--- src/rtl/mux_seq_pkg.sv ---
// Shared types and constants for the exhaustive 2:1 mux vector sequencer.
package mux_seq_pkg;

  localparam int NUM_VEC = 8;  // every {a, b, c} combination
  localparam int VEC_W   = 3;  // width of a vector index
  localparam int TMR_W   = 4;  // width of the settle/hold down-counter

  // Sequencer states; the encoding is also visible on the debug state port.
  typedef enum logic [2:0] {
    ST_IDLE   = 3'd0,
    ST_SETTLE = 3'd1,
    ST_SAMPLE = 3'd2,
    ST_HOLD   = 3'd3,
    ST_DONE   = 3'd4
  } state_t;

  // Reference behaviour of the mux under test: c selects b, otherwise a.
  function automatic logic mux_exp(input logic a, input logic b, input logic c);
    return c ? b : a;
  endfunction

endpackage

--- src/rtl/cyc_timer.sv ---
// Loadable down-counter used for both the settle window and the hold window.
// Load wins over counting; the counter parks at zero until reloaded.
module cyc_timer
  import mux_seq_pkg::*;
(
  input  logic             clk,
  input  logic             rst_n,
  input  logic             load_i,
  input  logic [TMR_W-1:0] load_val_i,
  input  logic             en_i,
  output logic             zero_o
);

  logic [TMR_W-1:0] cnt_q;

  // Count register: reload on request, otherwise decrement while enabled.
  always_ff @(posedge clk or negedge rst_n) begin
    if (!rst_n) begin
      cnt_q <= '0;
    end else if (load_i) begin
      cnt_q <= load_val_i;
    end else if (en_i && (cnt_q != '0)) begin
      cnt_q <= cnt_q - TMR_W'(1);
    end
  end

  assign zero_o = (cnt_q == '0);

endmodule

--- src/rtl/mux_vec_sequencer.sv ---
// Exhaustive stimulus/check stage for a 2:1 mux. Walks the 8 vectors in
// binary order, waits a settle window, samples y_in, optionally holds the
// vector, and accumulates an error count plus the first failing index.
//
// Control handshake: start is a level request honoured only in IDLE or DONE
// (start together with abort in IDLE is ignored); abort is honoured only in
// the busy states (SETTLE, SAMPLE, HOLD) and beats any simultaneous timer
// expiry or sample, so an aborted SAMPLE edge is never scored.
module mux_vec_sequencer
  import mux_seq_pkg::*;
#(
  parameter int SETTLE_CYC = 1,   // 1..15
  parameter int HOLD_CYC   = 10   // 0..15, 0 = no hold phase
) (
  input  logic       clk,
  input  logic       rst_n,
  input  logic       start,
  input  logic       abort,
  input  logic       y_in,
  output logic       a_out,
  output logic       b_out,
  output logic       c_out,
  output logic [2:0] vec_idx,
  output logic       busy,
  output logic       done,
  output logic       pass,
  output logic       mismatch,
  output logic [3:0] err_cnt,
  output logic [2:0] first_fail,
  output logic       fail_seen,
  output logic [2:0] dbg_state
);

  localparam logic             HAS_HOLD  = (HOLD_CYC > 0);
  localparam logic [TMR_W-1:0] SETTLE_LD = TMR_W'(SETTLE_CYC - 1);
  localparam logic [TMR_W-1:0] HOLD_LD   = TMR_W'((HOLD_CYC > 0) ? (HOLD_CYC - 1) : 0);

  state_t           state_q;
  logic [VEC_W-1:0] vec_idx_q;
  logic             busy_q;
  logic             done_q;
  logic             pass_q;
  logic             mismatch_q;
  logic [3:0]       err_cnt_q;
  logic [3:0]       err_cnt_d;
  logic [VEC_W-1:0] first_fail_q;
  logic             fail_seen_q;

  logic             last_vec;
  logic             exp_y;
  logic             sample_bad;
  logic             tmr_zero;
  logic             tmr_load;
  logic             tmr_en;
  logic [TMR_W-1:0] tmr_val;

  // The mux inputs are the bits of the applied index, so they are registered.
  assign a_out     = vec_idx_q[2];
  assign b_out     = vec_idx_q[1];
  assign c_out     = vec_idx_q[0];
  assign vec_idx   = vec_idx_q;
  assign busy      = busy_q;
  assign done      = done_q;
  assign pass      = pass_q;
  assign mismatch  = mismatch_q;
  assign err_cnt   = err_cnt_q;
  assign first_fail = first_fail_q;
  assign fail_seen = fail_seen_q;
  assign dbg_state = state_q;

  assign last_vec   = (vec_idx_q == VEC_W'(NUM_VEC - 1));
  assign exp_y      = mux_exp(a_out, b_out, c_out);
  assign sample_bad = (state_q == ST_SAMPLE) && !abort && (y_in != exp_y);
  assign err_cnt_d  = err_cnt_q + {3'b000, sample_bad};

  // Timer loads on every edge that enters SETTLE or HOLD; it counts in both.
  always_comb begin
    tmr_load = 1'b0;
    tmr_val  = SETTLE_LD;
    case (state_q)
      ST_IDLE:   tmr_load = start && !abort;
      ST_DONE:   tmr_load = start;
      ST_SAMPLE: begin
        if (!abort) begin
          if (HAS_HOLD) begin
            tmr_load = 1'b1;
            tmr_val  = HOLD_LD;
          end else begin
            tmr_load = !last_vec;
          end
        end
      end
      ST_HOLD:   tmr_load = !abort && tmr_zero && !last_vec;
      default:   tmr_load = 1'b0;
    endcase
  end

  assign tmr_en = (state_q == ST_SETTLE) || (state_q == ST_HOLD);

  cyc_timer u_timer (
    .clk        (clk),
    .rst_n      (rst_n),
    .load_i     (tmr_load),
    .load_val_i (tmr_val),
    .en_i       (tmr_en),
    .zero_o     (tmr_zero)
  );

  // Sequencer FSM with all status outputs registered alongside the state.
  always_ff @(posedge clk or negedge rst_n) begin
    if (!rst_n) begin
      state_q      <= ST_IDLE;
      vec_idx_q    <= '0;
      busy_q       <= 1'b0;
      done_q       <= 1'b0;
      pass_q       <= 1'b0;
      mismatch_q   <= 1'b0;
      err_cnt_q    <= '0;
      first_fail_q <= '0;
      fail_seen_q  <= 1'b0;
    end else begin
      mismatch_q <= sample_bad;
      case (state_q)
        ST_IDLE, ST_DONE: begin
          if (start && ((state_q == ST_DONE) || !abort)) begin
            state_q      <= ST_SETTLE;
            vec_idx_q    <= '0;
            busy_q       <= 1'b1;
            done_q       <= 1'b0;
            pass_q       <= 1'b0;
            err_cnt_q    <= '0;
            first_fail_q <= '0;
            fail_seen_q  <= 1'b0;
          end
        end

        ST_SETTLE: begin
          if (abort) begin
            state_q   <= ST_IDLE;
            vec_idx_q <= '0;
            busy_q    <= 1'b0;
          end else if (tmr_zero) begin
            state_q <= ST_SAMPLE;
          end
        end

        ST_SAMPLE: begin
          if (abort) begin
            state_q   <= ST_IDLE;
            vec_idx_q <= '0;
            busy_q    <= 1'b0;
          end else begin
            err_cnt_q <= err_cnt_d;
            if (sample_bad && !fail_seen_q) begin
              fail_seen_q  <= 1'b1;
              first_fail_q <= vec_idx_q;
            end
            if (HAS_HOLD) begin
              state_q <= ST_HOLD;
            end else if (last_vec) begin
              state_q <= ST_DONE;
              busy_q  <= 1'b0;
              done_q  <= 1'b1;
              pass_q  <= (err_cnt_d == 4'd0);
            end else begin
              state_q   <= ST_SETTLE;
              vec_idx_q <= vec_idx_q + VEC_W'(1);
            end
          end
        end

        ST_HOLD: begin
          if (abort) begin
            state_q   <= ST_IDLE;
            vec_idx_q <= '0;
            busy_q    <= 1'b0;
          end else if (tmr_zero) begin
            if (last_vec) begin
              state_q <= ST_DONE;
              busy_q  <= 1'b0;
              done_q  <= 1'b1;
              pass_q  <= (err_cnt_q == 4'd0);
            end else begin
              state_q   <= ST_SETTLE;
              vec_idx_q <= vec_idx_q + VEC_W'(1);
            end
          end
        end

        default: begin
          state_q   <= ST_IDLE;
          vec_idx_q <= '0;
          busy_q    <= 1'b0;
          done_q    <= 1'b0;
          pass_q    <= 1'b0;
        end
      endcase
    end
  end

endmodule

--- config.mk ---
export PLATFORM = sky130hd
export DESIGN_NAME = mux_vec_sequencer
export DESIGN_NICKNAME = d
export VERILOG_FILES = /design/src/rtl/mux_seq_pkg.sv /design/src/rtl/cyc_timer.sv /design/src/rtl/mux_vec_sequencer.sv
export SDC_FILE = /design/constraint.sdc
export NUM_CORES = 1
export LEC_CHECK = 0
export CAP_MARGIN = 20
export CELL_PAD_IN_SITES_DETAIL_PLACEMENT = 1
export CELL_PAD_IN_SITES_GLOBAL_PLACEMENT = 1
export CORE_ASPECT_RATIO = 0.6
export CORE_MARGIN = 8
export CORE_UTILIZATION = 40
export CTS_BUF_LIST = sky130_fd_sc_hd__clkbuf_2 sky130_fd_sc_hd__clkbuf_4 sky130_fd_sc_hd__clkbuf_8
export DETAILED_ROUTE_END_ITERATION = 16
export PLACE_DENSITY = 0.8
export SYNTH_ARGS = -nofsm -noshare
export SYNTH_HDL_FRONTEND = slang
export SYNTH_HIERARCHICAL = 1
export SYNTH_SLANG_ARGS = --single-unit
--- constraint.sdc ---
create_clock -name clk -period 2.49 [get_ports clk]
set_input_delay 0.498 -clock clk [delete_from_list [all_inputs] [get_ports clk]]
set_output_delay 0.498 -clock clk [all_outputs]
set_load 0.005 [all_outputs]
==> flow_summary.toml <==
[synthesis]
async_flop_share_pct = 100
yosysWarnings = 6
synth_mux_area_share_pct = 4.12
netlist_area_um2 = 1240
syn_inst = 129
synth.yosys.seq_area_share_pct = 44.3
synth_xor_area_share_pct = 1.41
synth_cell_types = 44
synth-main-ff-cell = "dfrtp_1"
syn_area_per_cell_um2 = 9.64
synth_top_family_by_area = "simple AND/OR/NAND/NOR gates"
synthSimpleGateAreaFrac_pct = 23.7
ys_seq_elements = 22
yosys.area_share.adder_pct = 5.03
synth_compound_area_share_pct = 13.2
synth_edf_count = 0

[place]
pre_cts_slack_ps = 14.7
dp_hpwl_um = 2670
placed_area_um2 = 1530
gp_congestion = 0.836
post-place-cells = 195
port_buffers = 25

[power_and_ir_drop]
finalPower_mw = 1.12
ir_drop_mv = 0.441
power_density_nw_per_um2 = 712
power_leakage_nw = 0.735

[critical_path]
cp-end-kind = "register"
setup.worst_path.class = "input pin to register"
crit_chain = "clkdlybuf4s50_1 -> and4bb_1 -> nor2b_1 -> nand2_1 -> nand2_1 -> or4_1 -> o211ai_2"
cpMaxStageDelayCell = "clkdlybuf4s50_1"
crit_top_cell = "nand2_1"
arrival_ps = 2400
cp_max_fo = 8
crit_required_ps = 2680
start_kind = "input pin"
slowest_delay_ps = 570

[finish]
seqCellArea_um2 = 551
area_growth_syn_to_layout_pct = 26.4
nNetsFinal = 168
multi_input_area_um2 = 598
n_antenna_cell = 0
layoutNonFillerInstCount = 198
layout-drive-gt1-share_pct = 9.62
fillers = 345
final_area_um2 = 1570

[floorplanning]
core_area_um2 = 2910
ios = 26
start_util_pct = 42.8
die_area_um2 = 5210
die_y_um = 59.2
die_w_um = 88.0
rows = 15

[clock_network]
clkSlewWorstSetupHoldPaths_ps = 80
clk_latency_ps = 260
cts_buffers = 3
post_cts_buffers = 0
ctsResizeCount = 0
cts_tree = "yes"
clockBufferDepth = 2
htree_levels = 1
cts_sinks = 22
cts_hold_buffers = 0
cts_root_buf = "clkbuf_8"

[drt]
first_iter_violations = 41
drc = 0
dr.pass1.iters = 4
viasPerCell = 5.30
wl_um = 3370
detail-route-antenna-nets = 0
wl_per_cell_um = 17.0
vias = 1049

[timing]
fin_crit_ps = 2210
rsz0062_at_grt = "false"
tns_ps = 0
hold_viol_final = 0
finalCritPeriodShare_pct = 88.8
worst_slack_ps = 280
fmax_mhz = 452
finalSetupViolations = 0
finalClockSkew_ps = 2.15
maxSlewViolCount = 0

[global_routing]
grt_pass1_vias = 1130
grt_overflow = 0
grt_max_degree = 23
track_usage_pct = 14.2
grt_antenna_before_repair = 0
grt_pass1_wl_um = 5670

[run_status]
outcome = "completed"

[flow_run]
maxCapViolCount = 0

[min_path]
min_path_type = "register to register"
==> synth_stat cells (3+ instances only) <==
master    n  area share (%)
inv_1    11             3.3
buf_4     4             2.4
nand2_1  17             5.1
dfrtp_1  22              44
nor2_1    4             1.2
or3_1     3             1.5
ha_1      5             5.0
nor3_1    3             1.2
nand3_1   5             2.0
a21oi_1   5             2.0
o21ai_0   8             3.2
mux2i_1   4             3.2
==> per-layer routing <==
metal  global-route usage (%)  vias to the layer above  wire (um)
met5                        0                        -          0
met4                     4.37                        0         59
met3                     5.26                        9        241
met2                     22.7                       32       1500
met1                     17.3                      510       1570
li1                         -                      498          -
==> report_power, final <==
part | internal, mW | switching (mW) | total (mW)
combinational | 0.193 | 0.219 | 0.412
clock | 0.108 | 0.114 | 0.222
sequential | 0.409 | 0.0750 | 0.484
total | 0.710 | 0.409 | 1.12
==> cells in the final DEF, fill, tap and decap left out, drive strengths merged, types with 3 or more instances in the layout <==
master	instances
clkdlybuf4s50	25
dfrtp	22
nand2	18
inv	11
o21ai	8
a21oi	5
nand3	5
ha	5
buf	5
nor2	5
mux2i	4
or3	3
nor3	3
clkbuf	3
==> flip-flops by register name, indices dropped and copies added (netlist names) <==
signal	cells
mismatch	1
u_timer/cnt_q	4
first_fail	3
busy	1
err_cnt	4
vec_idx	3
pass	1
done	1
fail_seen	1
dbg_state	3
==> per-stage QoR <==
step                      hold slack, ps  util (%)
final                                532      54.0
after floorplan                      202         -
after detailed placement             518      52.6
after global routing                 554      54.0
after CTS                            532      54.0
after global placement               504      52.6
==> area by class of cell <==
type | count | share of cell area (%)
Timing Repair Buffer | 30 | 18.3
Multi-Input combinational cell | 90 | 38.1
Tap cell | 42 | 3.34
Clock buffer | 3 | 2.63
Inverter | 11 | 2.63
Sequential cell | 22 | 35.0
==> cell families (layout without fill, tap and decap cells) <==
kind of cell    count (synthesis)  count (layout)
compound gates                 24              24
xor+xnor                        2               2
fa+ha+maj                       5               5
buf+inv                        18              44
flops                          22              22
mux                             5               5
other cells                     1               2
simple gates                   52              52
==> critical path, delay by kind of cell <==
family,cells,cell delay [ps]
buffers and inverters,1,570
AO/OA/AOI/OAI,1,90
AND/OR/NAND/NOR,5,1240
==> worst paths after layout <==
kind	cells past startpoint	startpoint	end	slack, ps
setup / recovery	7	abort	u_timer/cnt_q[1]	280
hold / removal	2	fail_seen	fail_seen	530
setup reg to reg	8	vec_idx[0]	err_cnt[2]	410
hold reg to reg	2	fail_seen	fail_seen	530
max in group asynchronous	2	rst_n	err_cnt[2]	1690
min in group asynchronous	2	rst_n	u_timer/cnt_q[0]	580
Power figures use the tool's default switching activity.
